[config.mk]
export PLATFORM = sky130hd
export DESIGN_NAME = pingpong_ring_buffer
export DESIGN_NICKNAME = d
export VERILOG_FILES = /design/src/rtl/pingpong_ring_pkg.sv /design/src/rtl/pingpong_ring_buffer_sdp_ram.sv /design/src/rtl/pingpong_ring_buffer.sv
export SDC_FILE = /design/constraint.sdc
export NUM_CORES = 1
export LEC_CHECK = 0
export CAP_MARGIN = 20
export CORE_MARGIN = 2
export CORE_UTILIZATION = 35
export CTS_CLUSTER_SIZE = 30
export DETAILED_ROUTE_END_ITERATION = 8
export GPL_ROUTABILITY_DRIVEN = 0
export PLACE_DENSITY = 0.62
export SLEW_MARGIN = 20
export SYNTH_ARGS = -nofsm -noshare
export SYNTH_HDL_FRONTEND = slang
export SYNTH_SLANG_ARGS = --single-unit
[constraint.sdc]
create_clock -name clk_i -period 8.5 [get_ports clk_i]
set_clock_uncertainty 0.15 [all_clocks]
set_input_delay 1.7 -clock clk_i [delete_from_list [all_inputs] [get_ports clk_i]]
set_output_delay 1.7 -clock clk_i [all_outputs]
set_load 0.05 [all_outputs]
[src/rtl/pingpong_ring_pkg.sv]
// Shared types and helpers for the multi-bank ping-pong frame buffer.
package pingpong_ring_pkg;

    // Reader behaviour once the last word of a frame has been issued.
    typedef enum logic [0:0] {
        MODE_SINGLE   = 1'b0,
        MODE_CIRCULAR = 1'b1
    } read_mode_e;

    // Index width for n items, never narrower than one bit.
    function automatic int clog2_min1(input int n);
        return (n <= 2) ? 1 : $clog2(n);
    endfunction

endpackage

[src/rtl/pingpong_ring_buffer_sdp_ram.sv]
// Simple dual-port RAM: one write port, one read port with a registered output.
module sdp_ram #(
    parameter int WIDTH     = 32,
    parameter int ADDR_BITS = 5,
    parameter int WORDS     = 32
) (
    input  logic                 clk_i,
    input  logic                 we_i,
    input  logic [ADDR_BITS-1:0] waddr_i,
    input  logic [WIDTH-1:0]     wdata_i,
    input  logic                 re_i,
    input  logic [ADDR_BITS-1:0] raddr_i,
    output logic [WIDTH-1:0]     rdata_o
);

    logic [WIDTH-1:0] mem_q [WORDS];
    logic [WIDTH-1:0] rdata_q;

    // Storage array written on the write port; kept reset-free so it maps onto block RAM.
    always_ff @(posedge clk_i) begin
        if (we_i) begin
            mem_q[waddr_i] <= wdata_i;
        end
    end

    // Registered read: data for an address issued in cycle N is visible in cycle N+1.
    always_ff @(posedge clk_i) begin
        if (re_i) begin
            rdata_q <= mem_q[raddr_i];
        end
    end

    assign rdata_o = rdata_q;

endmodule

[src/rtl/pingpong_ring_buffer.sv]
// Multi-bank frame buffer: the writer fills banks in ring order, the reader drains
// committed frames through a RAM with 1-cycle latency and a 2-entry output FIFO.
module pingpong_ring_buffer
    import pingpong_ring_pkg::*;
#(
    parameter int WIDTH      = 32,
    parameter int DEPTH      = 16,
    parameter int NUM_BANKS  = 2,
    parameter int CIRCULAR   = 0,
    parameter int ADDR_WIDTH = $clog2(DEPTH),
    parameter int BANK_WIDTH = clog2_min1(NUM_BANKS)
) (
    input  logic                  clk_i,
    input  logic                  rst_i,
    input  logic [WIDTH-1:0]      write_data_i,
    input  logic                  write_valid_i,
    output logic                  write_ready_o,
    input  logic                  flush_i,
    output logic [WIDTH-1:0]      read_data_o,
    output logic                  read_valid_o,
    input  logic                  read_ready_i,
    output logic                  read_last_o,
    output logic                  frame_ready_o,
    output logic                  overflow_o,
    output logic [BANK_WIDTH:0]   frames_full_o,
    output logic [ADDR_WIDTH:0]   write_count_o,
    output logic [ADDR_WIDTH:0]   read_count_o
);

    localparam read_mode_e MODE = (CIRCULAR != 0) ? MODE_CIRCULAR : MODE_SINGLE;
    // Banks are addressed as {bank, word}, so each bank occupies a power-of-two slot.
    localparam int RAM_WORDS = NUM_BANKS * (1 << ADDR_WIDTH);

    logic [BANK_WIDTH-1:0] wbank_q, wbank_d, rbank_q, rbank_d;
    logic [ADDR_WIDTH:0]   write_count_q, write_count_d;
    logic [ADDR_WIDTH:0]   read_count_q, read_count_d;
    logic [ADDR_WIDTH-1:0] raddr_q, raddr_d;
    logic [BANK_WIDTH:0]   occ_q, occ_d;
    logic                  inflight_q, inflight_d;
    logic                  frame_ready_q, frame_ready_d;
    logic                  overflow_q, overflow_d;
    logic [WIDTH-1:0]      fifo_data_q [0:1];
    logic [WIDTH-1:0]      fifo_data_d [0:1];
    logic                  fifo_wptr_q, fifo_wptr_d, fifo_rptr_q, fifo_rptr_d;
    logic [1:0]            fifo_count_q, fifo_count_d;

    logic                  write_accept, commit, ram_we;
    logic                  issue, last_word, release_bank;
    logic                  out_valid, pop, fifo_pop, fifo_push;
    logic [WIDTH-1:0]      ram_rdata;

    function automatic logic [BANK_WIDTH-1:0] bank_inc(input logic [BANK_WIDTH-1:0] b);
        return (b == BANK_WIDTH'(NUM_BANKS - 1)) ? '0 : b + BANK_WIDTH'(1);
    endfunction

    assign write_ready_o = (occ_q < (BANK_WIDTH+1)'(NUM_BANKS));

    // Writer: accept words into the fill bank, commit on the last word, flush wins over commit.
    always_comb begin
        write_count_d = write_count_q;
        wbank_d       = wbank_q;
        write_accept  = write_valid_i && write_ready_o;
        commit        = write_accept && !flush_i &&
                        (write_count_q == (ADDR_WIDTH+1)'(DEPTH - 1));
        ram_we        = write_accept && !flush_i && !rst_i;
        overflow_d    = write_valid_i && !write_ready_o;
        frame_ready_d = commit;
        if (flush_i) begin
            write_count_d = '0;
        end else if (write_accept) begin
            if (commit) begin
                write_count_d = '0;
                wbank_d       = bank_inc(wbank_q);
            end else begin
                write_count_d = write_count_q + (ADDR_WIDTH+1)'(1);
            end
        end
    end

    // Reader: issue RAM reads while the FIFO plus in-flight word has room, release or wrap at the last word.
    always_comb begin
        raddr_d      = raddr_q;
        rbank_d      = rbank_q;
        occ_d        = occ_q;
        issue        = (occ_q != '0) && ((fifo_count_q + {1'b0, inflight_q}) < 2'd2);
        last_word    = (raddr_q == ADDR_WIDTH'(DEPTH - 1));
        release_bank = issue && last_word &&
                       ((MODE == MODE_SINGLE) || (occ_q > (BANK_WIDTH+1)'(1)));
        inflight_d   = issue;
        if (issue) begin
            if (last_word) begin
                raddr_d = '0;
                if (release_bank) begin
                    rbank_d = bank_inc(rbank_q);
                end
            end else begin
                raddr_d = raddr_q + ADDR_WIDTH'(1);
            end
        end
        if (commit && !release_bank) begin
            occ_d = occ_q + (BANK_WIDTH+1)'(1);
        end else if (release_bank && !commit) begin
            occ_d = occ_q - (BANK_WIDTH+1)'(1);
        end
    end

    // Output FIFO: the RAM word bypasses straight to the output when the FIFO is empty and the consumer takes it.
    always_comb begin
        fifo_data_d  = fifo_data_q;
        fifo_wptr_d  = fifo_wptr_q;
        fifo_rptr_d  = fifo_rptr_q;
        fifo_count_d = fifo_count_q;
        read_count_d = read_count_q;
        out_valid    = (fifo_count_q != 2'd0) || inflight_q;
        pop          = out_valid && read_ready_i;
        fifo_pop     = pop && (fifo_count_q != 2'd0);
        fifo_push    = inflight_q && !((fifo_count_q == 2'd0) && read_ready_i);
        if (fifo_push) begin
            fifo_data_d[fifo_wptr_q] = ram_rdata;
            fifo_wptr_d              = ~fifo_wptr_q;
        end
        if (fifo_pop) begin
            fifo_rptr_d = ~fifo_rptr_q;
        end
        if (fifo_push && !fifo_pop) begin
            fifo_count_d = fifo_count_q + 2'd1;
        end else if (fifo_pop && !fifo_push) begin
            fifo_count_d = fifo_count_q - 2'd1;
        end
        if (pop) begin
            read_count_d = (read_count_q == (ADDR_WIDTH+1)'(DEPTH - 1)) ? '0
                         : read_count_q + (ADDR_WIDTH+1)'(1);
        end
    end

    // State register with synchronous reset that drops all frames and any in-flight read.
    always_ff @(posedge clk_i) begin
        if (rst_i) begin
            wbank_q       <= '0;
            rbank_q       <= '0;
            write_count_q <= '0;
            read_count_q  <= '0;
            raddr_q       <= '0;
            occ_q         <= '0;
            inflight_q    <= 1'b0;
            frame_ready_q <= 1'b0;
            overflow_q    <= 1'b0;
            fifo_data_q   <= '{default: '0};
            fifo_wptr_q   <= 1'b0;
            fifo_rptr_q   <= 1'b0;
            fifo_count_q  <= 2'd0;
        end else begin
            wbank_q       <= wbank_d;
            rbank_q       <= rbank_d;
            write_count_q <= write_count_d;
            read_count_q  <= read_count_d;
            raddr_q       <= raddr_d;
            occ_q         <= occ_d;
            inflight_q    <= inflight_d;
            frame_ready_q <= frame_ready_d;
            overflow_q    <= overflow_d;
            fifo_data_q   <= fifo_data_d;
            fifo_wptr_q   <= fifo_wptr_d;
            fifo_rptr_q   <= fifo_rptr_d;
            fifo_count_q  <= fifo_count_d;
        end
    end

    sdp_ram #(
        .WIDTH     (WIDTH),
        .ADDR_BITS (BANK_WIDTH + ADDR_WIDTH),
        .WORDS     (RAM_WORDS)
    ) u_ram (
        .clk_i   (clk_i),
        .we_i    (ram_we),
        .waddr_i ({wbank_q, write_count_q[ADDR_WIDTH-1:0]}),
        .wdata_i (write_data_i),
        .re_i    (issue),
        .raddr_i ({rbank_q, raddr_q}),
        .rdata_o (ram_rdata)
    );

    assign read_valid_o  = out_valid;
    assign read_data_o   = !out_valid ? '0
                         : (fifo_count_q != 2'd0) ? fifo_data_q[fifo_rptr_q] : ram_rdata;
    assign read_last_o   = out_valid && (read_count_q == (ADDR_WIDTH+1)'(DEPTH - 1));
    assign frame_ready_o = frame_ready_q;
    assign overflow_o    = overflow_q;
    assign frames_full_o = occ_q;
    assign write_count_o = write_count_q;
    assign read_count_o  = read_count_q;

endmodule

==> metrics.cfg <==
[clock_network]
post_cts.resized_instances=0
cts.repair_timing.setup_buffer_count=0
numClockSinks=1145
clock_latency_ns=0.70
cts_max_path_buffers=3
h_tree_levels=3
post_cts_hold_buffer_count=0
cts_inserted_buffers=105
ctsRootBufferMaster=sky130_fd_sc_hd__clkbuf_16
clock_tree_from_tritoncts=built
path_clk_slew_ns=0.06

[worst_setup_path]
worst-r2r-setup-slack_ns=4.71
rr_worst_depth=6
endpoint_kind_of_the_worst_setup_timing_path=output port
setup.worst_path.start_class=register
critical_path_class=register to output port
worst-endpoint-required_ns=6.65
worst_ep_arrival_time_ns=3.17
crit_path_max_fanout=40

[global_route]
globalRouteOverflowTotal=0
grt_max_degree=129
antenna_found_initial=9
global_route_wire_length_before_repair_mm=152
track_usage=0.155
vias_in_the_first_global_route=23100

[pwr]
power.total_mw=10.9
power_per_cell_area_nw_per_um2=214
power.ir.vdd_worst_uv=166
static_leakage_nw=14.8

[route]
detail_route.first_pass.iterations=6
wirelength_mm=104
violation_count_after_the_first_detailed_routing_iteration=2944
routed_via_density=5.21
drc=0
avg_wl_per_cell_um=22.5
number_of_vias_after_detailed_routing=24000
ant_nets=0

[die]
die-height_um=362
die_w_um=362
fp.coreArea_um2=127000
floorplan.initialDensity=0.352
design.die.area_um2=131000
rows=131
design.portCount=86

[sta]
layout_min_cycle_time_ns=5.02
worst_slew_margin_rel=0.225
fmaxAchievable_mhz=199
timing.final.max_slew_violations=0
min_period_over_period=0.590
final-hold-violation-count=0
grt_setup_unrepaired=no
setup_violations=0
totalNegativeSetupSlack_ns=0
tightest_slew_ns=1.16

[placement]
port_buffers=85
dp_hpwl_mm=60.1

[cells_and_area]
layout-drive-gt1-share=0.0895
area_growth_from_synthesis_to_final_layout_pct=14.1
filler_cell_count_in_the_final_layout=11500
design.final.nets=2907

[synth]
synthesis.nets=2828
yosysWarningCount=0
ys_types=40
synth_async_sr_flop_share=0
biggest_area_consumer_among_synthesized_cells=sky130_fd_sc_hd__edfxtp_1
synth-main-ff-cell=sky130_fd_sc_hd__edfxtp_1
syn_inst=2784
synth-edff-count=1056
ys_seq_area_frac=0.748
synth_common_cells=1056 x sky130_fd_sc_hd__edfxtp_1, 545 x sky130_fd_sc_hd__mux2i_1, 240 x sky130_fd_sc_hd__nand2_1
synth_top_cell_area_share=0.708
synth_most_common_cell=sky130_fd_sc_hd__edfxtp_1
post_synth_instance_area_um2=44800
synthesis.area_per_instance_um2=16.1
synth-seq-cells=1145
ys_top_cells_by_area=sky130_fd_sc_hd__edfxtp_1 71%, sky130_fd_sc_hd__mux2i_1 12%, sky130_fd_sc_hd__dfxtp_1 4.0%

[run]
drv.max_cap_violation_count=0

[min_path]
hold_path_class=register to register
hold_path_depth=2

[run_status]
outcome=finished, final reports clean

[area by class of cell]
cell class	instances	area, um^2	share of cell area
clock inverters	47	473	0.00926
flip-flops and latches	1145	33500	0.656
inverters	3	11.3	0.000220
well taps	1662	2080	0.0407
repair buffers	141	1490	0.0291
multi-input cells	1467	10700	0.209
clock buffers	137	2850	0.0558
diodes	5	12.5	0.000245
[cell families after synthesis]
| logic type | after synthesis | synth area share |
|---|---|---|
| multiplexers | 545 | 0.122 |
| buffers and inverters | 172 | 0.0196 |
| AO/OA/AOI/OAI | 400 | 0.0568 |
| AND/OR/NAND/NOR | 505 | 0.0495 |
| XOR/XNOR | 10 | 0.00196 |
| adder cells (fa/ha/maj) | 7 | 0.00196 |
| flip-flops | 1145 | 0.748 |
[through the flow]
step	cells	hold WS [ns]	instance area (um^2)	setup WS [ns]	util
6_report	4607	0.303	51100	3.48	0.402
5_1_grt	4602	0.318	51100	3.29	0.402
4_1_cts	4592	0.304	50800	3.41	0.399
3_5_place_dp	4408	0.296	47500	3.17	0.373
3_3_place_gp	4406	0.292	47400	3.15	0.373
2_1_floorplan	2784	0.286	44800	4.14	-
[worst max-delay path: stages, from the launching register on]
cell,delay [ns]
sky130_fd_sc_hd__dfxtp_1,0.39
sky130_fd_sc_hd__nor2_4,0.49
sky130_fd_sc_hd__buf_4,0.44
sky130_fd_sc_hd__nand3_1,0.12
sky130_fd_sc_hd__o21ai_0,0.16
sky130_fd_sc_hd__clkdlybuf4s50_1,0.86
[cells in the final DEF (no fill, tap or decap), types with 3 or more instances in the layout]
cell                              netlist  final
sky130_fd_sc_hd__and3_1                 3      3
sky130_fd_sc_hd__buf_12                 0      8
sky130_fd_sc_hd__buf_2                 57     17
sky130_fd_sc_hd__nor2_1                57     22
sky130_fd_sc_hd__clkinv_2               0     11
sky130_fd_sc_hd__nor2_4                 0     34
sky130_fd_sc_hd__ha_1                   7      7
sky130_fd_sc_hd__buf_16                 0     10
sky130_fd_sc_hd__a21oi_1              167    167
sky130_fd_sc_hd__clkinvlp_4             0      3
sky130_fd_sc_hd__clkbuf_16              0    108
sky130_fd_sc_hd__clkinv_1               0     19
sky130_fd_sc_hd__clkbuf_1              64     23
sky130_fd_sc_hd__nor3_1                35     35
sky130_fd_sc_hd__a22oi_1               97     97
sky130_fd_sc_hd__nand2_1              240    240
sky130_fd_sc_hd__or2_2                  3      3
sky130_fd_sc_hd__nand3b_1               3      3
sky130_fd_sc_hd__nor2b_1                9      7
sky130_fd_sc_hd__a31oi_1               32     32
sky130_fd_sc_hd__dfxtp_1               89     87
sky130_fd_sc_hd__o21ai_0               35     35
sky130_fd_sc_hd__clkdlybuf4s50_1        0     68
sky130_fd_sc_hd__mux2i_1              545    545
sky130_fd_sc_hd__buf_4                 35     38
sky130_fd_sc_hd__xnor2_1                4      4
sky130_fd_sc_hd__a22o_1                64     64
sky130_fd_sc_hd__bufinv_16              0      9
sky130_fd_sc_hd__nand3_1              137    137
sky130_fd_sc_hd__diode_2                0      5
sky130_fd_sc_hd__or3_1                  4      4
sky130_fd_sc_hd__inv_1                  3      4
sky130_fd_sc_hd__edfxtp_1            1056   1056
sky130_fd_sc_hd__xor2_1                 6      6
sky130_fd_sc_hd__clkbuf_8               0      3
[per-layer routing]
metal,vias up,share of wire,track usage
met3,125,0.078,0.0340
met1,12200,0.46,0.232
met4,6,0.017,0.0354
li1,10900,-,-
met2,749,0.44,0.230
met5,-,0.00040,0
[state kept, by name (all words and copies together), names as in the netlist]
register,cells
fifo_wptr_q,1
u_ram.rdata_o,32
write_count_o,5
raddr_q,4
rbank_q,1
overflow_o,1
frame_ready_o,1
fifo_data_q,64
fifo_count_q,2
frames_full_o,2
inflight_q,1
u_ram.mem_q,1024
read_count_o,5
wbank_q,1
fifo_rptr_q,1
[power by group]
group / internal, mW / switching (mW)
Clock: 2.62 / 2.00
Sequential: 6.15 / 0.00179
Combinational: 0.0276 / 0.134
[final timing paths]
kind,from,endpoint
worst min-delay path,fifo_data_q[0],fifo_data_q[0]
worst min register to register,fifo_data_q[0],fifo_data_q[0]
worst max-delay path,fifo_count_q[1],read_data_o[17]
worst max register to register,raddr_q[1],u_ram.rdata_o[21]
No activity file was read; power rests on OpenSTA's default activity.
